**src/rtl/register_dump_unit_if.sv**
```systemverilog
// ---------------------------------------------------------------------------
// register_dump_unit_if
//   Bundles the signals between the register dump unit and its neighbours:
//   the debug command decoder (start/halted), the register bank debug read
//   port (address/data), the UART transmitter (byte/start/done) and the dump
//   status flags.
//
//   Signals:
//     i_start     dump request from the debug command decoder
//     i_halted    pipeline halted indication
//     o_r_addr    register bank debug read address
//     i_r_data    register bank debug read data (combinational from o_r_addr)
//     o_tx_data   byte presented to the UART transmitter
//     o_tx_start  one-cycle transmit request
//     i_tx_done   one-cycle pulse from the UART: current byte finished
//     o_busy      dump in progress
//     o_done      one-cycle pulse: every register has been sent
//     o_abort     one-cycle pulse: dump abandoned because the halt was lost
//
//   Modports:
//     master  the dump unit itself (drives the o_* signals)
//     slave   the surrounding logic (drives the i_* signals)
// ---------------------------------------------------------------------------
interface register_dump_unit_if #(
    parameter int NB_DATA = 32,
    parameter int NB_ADDR = 5
);
    logic                i_start;
    logic                i_halted;
    logic [NB_ADDR-1:0]  o_r_addr;
    logic [NB_DATA-1:0]  i_r_data;
    logic [7:0]          o_tx_data;
    logic                o_tx_start;
    logic                i_tx_done;
    logic                o_busy;
    logic                o_done;
    logic                o_abort;

    modport master (
        input  i_start,
        input  i_halted,
        input  i_r_data,
        input  i_tx_done,
        output o_r_addr,
        output o_tx_data,
        output o_tx_start,
        output o_busy,
        output o_done,
        output o_abort
    );

    modport slave (
        output i_start,
        output i_halted,
        output i_r_data,
        output i_tx_done,
        input  o_r_addr,
        input  o_tx_data,
        input  o_tx_start,
        input  o_busy,
        input  o_done,
        input  o_abort
    );
endinterface

```
**src/rtl/register_dump_unit.sv**
```systemverilog
// ---------------------------------------------------------------------------
// register_dump_unit
//   Debug-side reader of the register bank. While the pipeline is halted it
//   walks register addresses 0..N_REGS-1, samples each NB_DATA-bit value and
//   hands it to the UART transmitter one byte at a time, least significant
//   byte first, register 0 first.
//
//   Ports:
//     i_clk      system clock
//     i_reset_n  asynchronous active-low reset
//     dbg        register_dump_unit_if.master
//                  start/halted from the debug command decoder,
//                  r_addr/r_data to/from the register bank debug port,
//                  tx_data/tx_start/tx_done with the UART transmitter,
//                  busy/done/abort status
//
//   State table:
//     state     | meaning
//     ----------+-----------------------------------------------------------
//     IDLE      | waiting for a start request while halted
//     SET_ADDR  | read address driven, bank output settling
//     LATCH     | capture register value into the shift register
//     SEND      | tx_start high for one cycle, byte presented on tx_data
//     WAIT      | waiting for the UART to finish the byte
//     NEXT      | advance to the next register or finish
//     DONE      | one-cycle done pulse, address returned to 0
// ---------------------------------------------------------------------------
module register_dump_unit #(
    parameter int NB_DATA = 32,
    parameter int NB_ADDR = 5,
    parameter int N_REGS  = 32
) (
    input  logic                  i_clk,
    input  logic                  i_reset_n,
    register_dump_unit_if.master  dbg
);

    localparam int                 NB_BYTES  = NB_DATA / 8;
    localparam int                 NB_CNT    = (NB_BYTES > 1) ? $clog2(NB_BYTES) : 1;
    localparam logic [NB_CNT-1:0]  LAST_BYTE = NB_CNT'(NB_BYTES - 1);
    localparam logic [NB_ADDR-1:0] LAST_ADDR = NB_ADDR'(N_REGS - 1);

    typedef enum logic [2:0] {
        ST_IDLE,
        ST_SET_ADDR,
        ST_LATCH,
        ST_SEND,
        ST_WAIT,
        ST_NEXT,
        ST_DONE
    } state_t;

    state_t               state;
    state_t               state_next;

    logic [NB_ADDR-1:0]   r_addr_q;
    logic [NB_ADDR-1:0]   r_addr_next;
    logic [NB_DATA-1:0]   shift_q;
    logic [NB_DATA-1:0]   shift_next;
    logic [NB_CNT-1:0]    byte_cnt_q;
    logic [NB_CNT-1:0]    byte_cnt_next;
    logic [7:0]           tx_data_q;
    logic [7:0]           tx_data_next;
    logic                 abort_q;
    logic                 abort_next;

    always_ff @(posedge i_clk or negedge i_reset_n) begin
        if (!i_reset_n) begin
            state <= ST_IDLE;
        end else begin
            state <= state_next;
        end
    end

    always_ff @(posedge i_clk or negedge i_reset_n) begin
        if (!i_reset_n) begin
            r_addr_q   <= '0;
            shift_q    <= '0;
            byte_cnt_q <= '0;
            tx_data_q  <= '0;
            abort_q    <= 1'b0;
        end else begin
            r_addr_q   <= r_addr_next;
            shift_q    <= shift_next;
            byte_cnt_q <= byte_cnt_next;
            tx_data_q  <= tx_data_next;
            abort_q    <= abort_next;
        end
    end

    always_comb begin
        state_next    = state;
        r_addr_next   = r_addr_q;
        shift_next    = shift_q;
        byte_cnt_next = byte_cnt_q;
        tx_data_next  = tx_data_q;
        abort_next    = 1'b0;

        case (state)
            ST_IDLE: begin
                if (dbg.i_start && dbg.i_halted) begin
                    r_addr_next = '0;
                    state_next  = ST_SET_ADDR;
                end
            end

            ST_SET_ADDR: begin
                state_next = ST_LATCH;
            end

            // The outgoing byte register is loaded on entry to SEND so the
            // UART sees valid data in the same cycle as tx_start; it then
            // holds through WAIT.
            ST_LATCH: begin
                shift_next    = dbg.i_r_data;
                byte_cnt_next = '0;
                tx_data_next  = dbg.i_r_data[7:0];
                state_next    = ST_SEND;
            end

            ST_SEND: begin
                state_next = ST_WAIT;
            end

            ST_WAIT: begin
                if (dbg.i_tx_done) begin
                    shift_next    = shift_q >> 8;
                    byte_cnt_next = byte_cnt_q + 1'b1;
                    if (byte_cnt_q == LAST_BYTE) begin
                        state_next = ST_NEXT;
                    end else begin
                        tx_data_next = shift_next[7:0];
                        state_next   = ST_SEND;
                    end
                end
            end

            ST_NEXT: begin
                if (r_addr_q == LAST_ADDR) begin
                    state_next = ST_DONE;
                end else begin
                    r_addr_next = r_addr_q + 1'b1;
                    state_next  = ST_SET_ADDR;
                end
            end

            ST_DONE: begin
                r_addr_next = '0;
                state_next  = ST_IDLE;
            end

            default: begin
                r_addr_next = '0;
                state_next  = ST_IDLE;
            end
        endcase

        // Losing the halt mid-dump wins over any other transition. DONE is
        // excluded: the dump is already complete at that point.
        if ((state != ST_IDLE) && (state != ST_DONE) && !dbg.i_halted) begin
            state_next  = ST_IDLE;
            r_addr_next = '0;
            abort_next  = 1'b1;
        end
    end

    assign dbg.o_r_addr   = r_addr_q;
    assign dbg.o_tx_data  = tx_data_q;
    assign dbg.o_tx_start = (state == ST_SEND);
    assign dbg.o_busy     = (state != ST_IDLE);
    assign dbg.o_done     = (state == ST_DONE);
    assign dbg.o_abort    = abort_q;

endmodule

```
**src/flat_wrapper.sv**
```systemverilog
// flat-port wrapper written by rule: the top's interface ports become plain ports
module register_dump_unit_flat 
#(
    parameter int NB_DATA = 32,
    parameter int NB_ADDR = 5,
    parameter int N_REGS  = 32
)
  (i_clk, i_reset_n, dbg_i_start, dbg_i_halted, dbg_i_r_data, dbg_i_tx_done, dbg_o_r_addr, dbg_o_tx_data, dbg_o_tx_start, dbg_o_busy, dbg_o_done, dbg_o_abort);
  register_dump_unit_if #(.NB_DATA(NB_DATA), .NB_ADDR(NB_ADDR)) dbg_i ();
  input  logic i_clk;
  input  logic i_reset_n;
  input wire logic [$bits(dbg_i.i_start)-1:0] dbg_i_start;
  input wire logic [$bits(dbg_i.i_halted)-1:0] dbg_i_halted;
  input wire logic [$bits(dbg_i.i_r_data)-1:0] dbg_i_r_data;
  input wire logic [$bits(dbg_i.i_tx_done)-1:0] dbg_i_tx_done;
  output wire logic [$bits(dbg_i.o_r_addr)-1:0] dbg_o_r_addr;
  output wire logic [$bits(dbg_i.o_tx_data)-1:0] dbg_o_tx_data;
  output wire logic [$bits(dbg_i.o_tx_start)-1:0] dbg_o_tx_start;
  output wire logic [$bits(dbg_i.o_busy)-1:0] dbg_o_busy;
  output wire logic [$bits(dbg_i.o_done)-1:0] dbg_o_done;
  output wire logic [$bits(dbg_i.o_abort)-1:0] dbg_o_abort;
  assign dbg_i.i_start = dbg_i_start;
  assign dbg_i.i_halted = dbg_i_halted;
  assign dbg_i.i_r_data = dbg_i_r_data;
  assign dbg_i.i_tx_done = dbg_i_tx_done;
  assign dbg_o_r_addr = dbg_i.o_r_addr;
  assign dbg_o_tx_data = dbg_i.o_tx_data;
  assign dbg_o_tx_start = dbg_i.o_tx_start;
  assign dbg_o_busy = dbg_i.o_busy;
  assign dbg_o_done = dbg_i.o_done;
  assign dbg_o_abort = dbg_i.o_abort;
  register_dump_unit #(.NB_DATA(NB_DATA), .NB_ADDR(NB_ADDR), .N_REGS(N_REGS)) u_core (.i_clk(i_clk), .i_reset_n(i_reset_n), .dbg(dbg_i));
endmodule
```
**config.mk**
```make
export PLATFORM = sky130hd
export DESIGN_NAME = register_dump_unit_flat
export DESIGN_NICKNAME = d
export VERILOG_FILES = /design/src/rtl/register_dump_unit_if.sv /design/src/rtl/register_dump_unit.sv /design/src/flat_wrapper.sv
export SDC_FILE = /design/constraint.sdc
export NUM_CORES = 1
export LEC_CHECK = 0
export ABC_CLOCK_PERIOD_IN_PS = 2850
export CAP_MARGIN = 5
export CORE_MARGIN = 2
export CORE_UTILIZATION = 40
export DETAILED_ROUTE_END_ITERATION = 6
export HOLD_SLACK_MARGIN = 0.02
export PLACE_DENSITY = 0.74
export SYNTH_ARGS = -nofsm -noshare
export SYNTH_HDL_FRONTEND = slang
export SYNTH_SLANG_ARGS = --single-unit
```
**constraint.sdc**
```tcl
create_clock -name i_clk -period 2.85 [get_ports i_clk]
set_input_delay 0.7125 -clock i_clk [delete_from_list [all_inputs] [get_ports i_clk]]
set_output_delay 0.7125 -clock i_clk [all_outputs]
set_load 0.005 [all_outputs]
```
==> impl_results.md <==
- First-pass GRT wire length: 7.43 mm
- Worst min path class: reg2reg
- FF-to-FF End: u_core.shift_q[15]
- Setup Skew: 0.00195 ns
- Leakage: 1.17 nW
- Tot Pwr: approximately 1.8 mW
- Synth top area share: 50.4%
- Layout cells sized above 1: 7.94%
- Footprint of the multi-input gates: 958 sq um
- Worst path slowest cell: dfrtp_1
- Worst Setup Slack, final: between 0.3 and 0.4 ns
- Crit path cell chain: nand2b_1 > nor2_1 > clkdlybuf4s50_1
- Final RePlAce weighted congestion: roughly 0.82
- Avg WL per Cell: between 10 and 15 microns
- # IOs: 54
- Critical path fanouts, max: 16
- Hold path cells: 1
- Register area share after synthesis: 50.4%
- Number of synthesis warnings: 0
- Synth Register Bits: 43
- Detailed Place HPWL: around 3.1 mm
- Vias in the first global route: 1569
- GRT Overall Usage: 15.7%
- Worst slew margin: 37.6%
- Max Cap Viol: 0
- Post-CTS Hold Buffers: 0
- Unrepaired setup endpoints after global routing: false
- Clock slew at reported path FFs: 0.08 ns
- Port Buffers: 53
- Hold wc startpoint: u_core.byte_cnt_q[0]
- Vias/cell: 4.93
- Routed WL: 4.32 mm
- Critical path class: reg2out
- Num Clock Sinks: 43
- Status: completed
- Worst Setup End Kind: primary output
- Synth top area cells: dfrtp_1, mux2i_1, nand2_1
- Core footprint: 5140 sq um
- Post-Syn Nets: 239
- Postcts setup bufs: 0
- H-tree Lvls: 2
- Yosys cell types: 40
- TritonRoute pass-1 iters: 4
- CP Launch Type: register
- Area delta synth->final: 30.6%
- Required time worst endpoint: roughly 2.1 ns
- Routed vias: 1589
- Initial antenna violation count: 0
- Pwr dens: 654 nW/um^2
- DRC Markers: 0
- Least-Margin Pin Slew: 0.936 ns
- TritonCTS clock tree: built
- Initial core utilization: 41.6%
- Worst Hold End: u_core.byte_cnt_q[0]
- 1st-iter DRT viols: 73
- Final Hold Viols: 0
- Post-Synthesis Cells: 199
- EDFF count, synth: 0
- Die height: approximately 77 microns
- Worst reg2reg path depth: 4
- Largest net degree at the start of global routing: 44
- Data arrival time of the critical path: 1.79 ns
- Ant. Diodes: 0
- Die width: 77.1 microns
- Top FF cell, synth: dfrtp_1
- Crit path largest cell delay: approximately 0.55 ns
- Post-CTS Resized: 0
- Die area: 5940 sq um
- Worst R2R Start: u_core.state[2]
- Worst reg2reg setup slack: 0.75 ns
- GR Overflow Total: 0
- Seq. cell area: roughly 1100 sq um
- Fillers: 510
- Minimum clock period after layout: ~2.5 ns
- Rows: 26
- Maximum vdd drop: about 280 uV
- Worst skew pair latency: 0.30 ns
- Synth Cell Area: about 2100 sq um
- Final setup vio count: 0
- Final net count: 291
- Fmax: 0.400 GHz
- Antenna Violating Nets Remaining: 0
- CP bufs+invs: 1
- Syn avg cell area: 10.7 sq um
- Final Max Tran Viols: 0
- Cell family with most CP delay: flip-flops
- Post-route setup TNS: 0 ns
- Clock Path Buffers: 2
- Synth async-reset ratio: 100%
- Top cell type by total area after synthesis: dfrtp_1
- Fin crit share: 87.8%
- CTS root buf: clkbuf_8
- CTS Buf Count: 5
- Dpl ws: 0.473 ns
layout make-up:
cell class / count / area share [%]
Timing Repair Buffer: 57 / 19.9
Tap cell: 70 / 3.14
Inverter: 7 / 0.942
Clock inverter: 2 / 0.449
Clock buffer: 6 / 2.60
Multi-Input combinational cell: 137 / 34.4
Sequential cell: 43 / 38.6
cells in the mapped netlist, types with 2 or more instances:
| cell | instances |
|---|---|
| a21oi_1 | 12 |
| a21oi_2 | 2 |
| a22o_1 | 8 |
| and3_1 | 2 |
| buf_2 | 5 |
| buf_4 | 3 |
| buf_6 | 2 |
| dfrtp_1 | 43 |
| ha_1 | 3 |
| inv_1 | 7 |
| mux2i_1 | 26 |
| nand2_1 | 23 |
| nand2b_1 | 3 |
| nand3_1 | 2 |
| nor2_1 | 14 |
| nor3_1 | 2 |
| nor3b_1 | 2 |
| o21ai_1 | 17 |
| o2bb2ai_1 | 2 |
power by group:
group | switching, mW | internal [mW] | leakage (nW)
Combinational | 0.185 | 0.291 | 0.587
Sequential | 0.136 | 0.835 | 0.540
Clock | 0.206 | 0.171 | 0.0412
through the flow:
| stage | utilization [%] | instances | hold slack, ns | instance area, sq um |
|---|---|---|---|---|
| 4_1_cts | 54.3 | 322 | 0.490 | 2790 |
| 3_5_place_dp | 52.6 | 314 | 0.477 | 2700 |
| 3_3_place_gp | 52.6 | 314 | 0.466 | 2700 |
| 5_1_grt | 54.3 | 322 | 0.508 | 2790 |
| 6_report | 54.3 | 322 | 0.489 | 2790 |
| 2_1_floorplan | - | 199 | 0.417 | 2140 |
worst max path at each step:
stage	from	endpoint	slack [ns]	depth (start not counted)
floorplan	u_core.dbg.o_r_addr[0]	u_core.dbg.o_r_addr[0]	0.99	7
global placement	dbg_i_halted	u_core.dbg.o_r_addr[0]	0.52	5
detailed placement	dbg_i_halted	u_core.dbg.o_r_addr[0]	0.47	5
CTS	u_core.state[2]	dbg_o_tx_start	0.34	3
global route	u_core.state[0]	dbg_o_tx_start	0.23	3
finish	u_core.state[2]	dbg_o_tx_start	0.35	3
layer usage:
layer  up-vias  track usage, %  routed length (microns)
met5         -               0                        0
met4         0            5.36                       61
met3         7            4.24                      186
met2        35            24.6                     2000
met1       745            20.9                     2070
li1        802               -                        -
sequential cells by signal, summed over array words and instances (netlist names):
name and cells:
u_core.state 3, u_core.shift_q 24, u_core.byte_cnt_q 2, u_core.dbg.o_r_addr 5
u_core.dbg.o_abort 1, u_core.dbg.o_tx_data 8
cell families (layout without fill, tap and decap cells):
kind of cell	Yosys count	after routing	synth area share [%]
AOI/OAI and AO/OA	48	48	15.1
adders and majority gates	3	3	1.76
buffers and inverters	19	72	5.39
DFF	43	43	50.4
muxes	28	28	13.4
and+or+nand+nor	58	58	14.0
layout by cell type (no fill, tap or decap), types with 2 or more instances in the layout:
cell type and instances:
nand2_1 23, clkbuf_8 5, buf_4 4, o21ai_1 17, nand2b_1 3, nor3_1 2
clkdlybuf4s50_1 52, mux2i_1 26, o2bb2ai_1 2, a22o_1 8, nor3b_1 2, ha_1 3
and3_1 2, inv_1 7, nor2_1 14, dfrtp_1 43, a21oi_1 12, nand3_1 2
(Power assumes the default switching activity.)
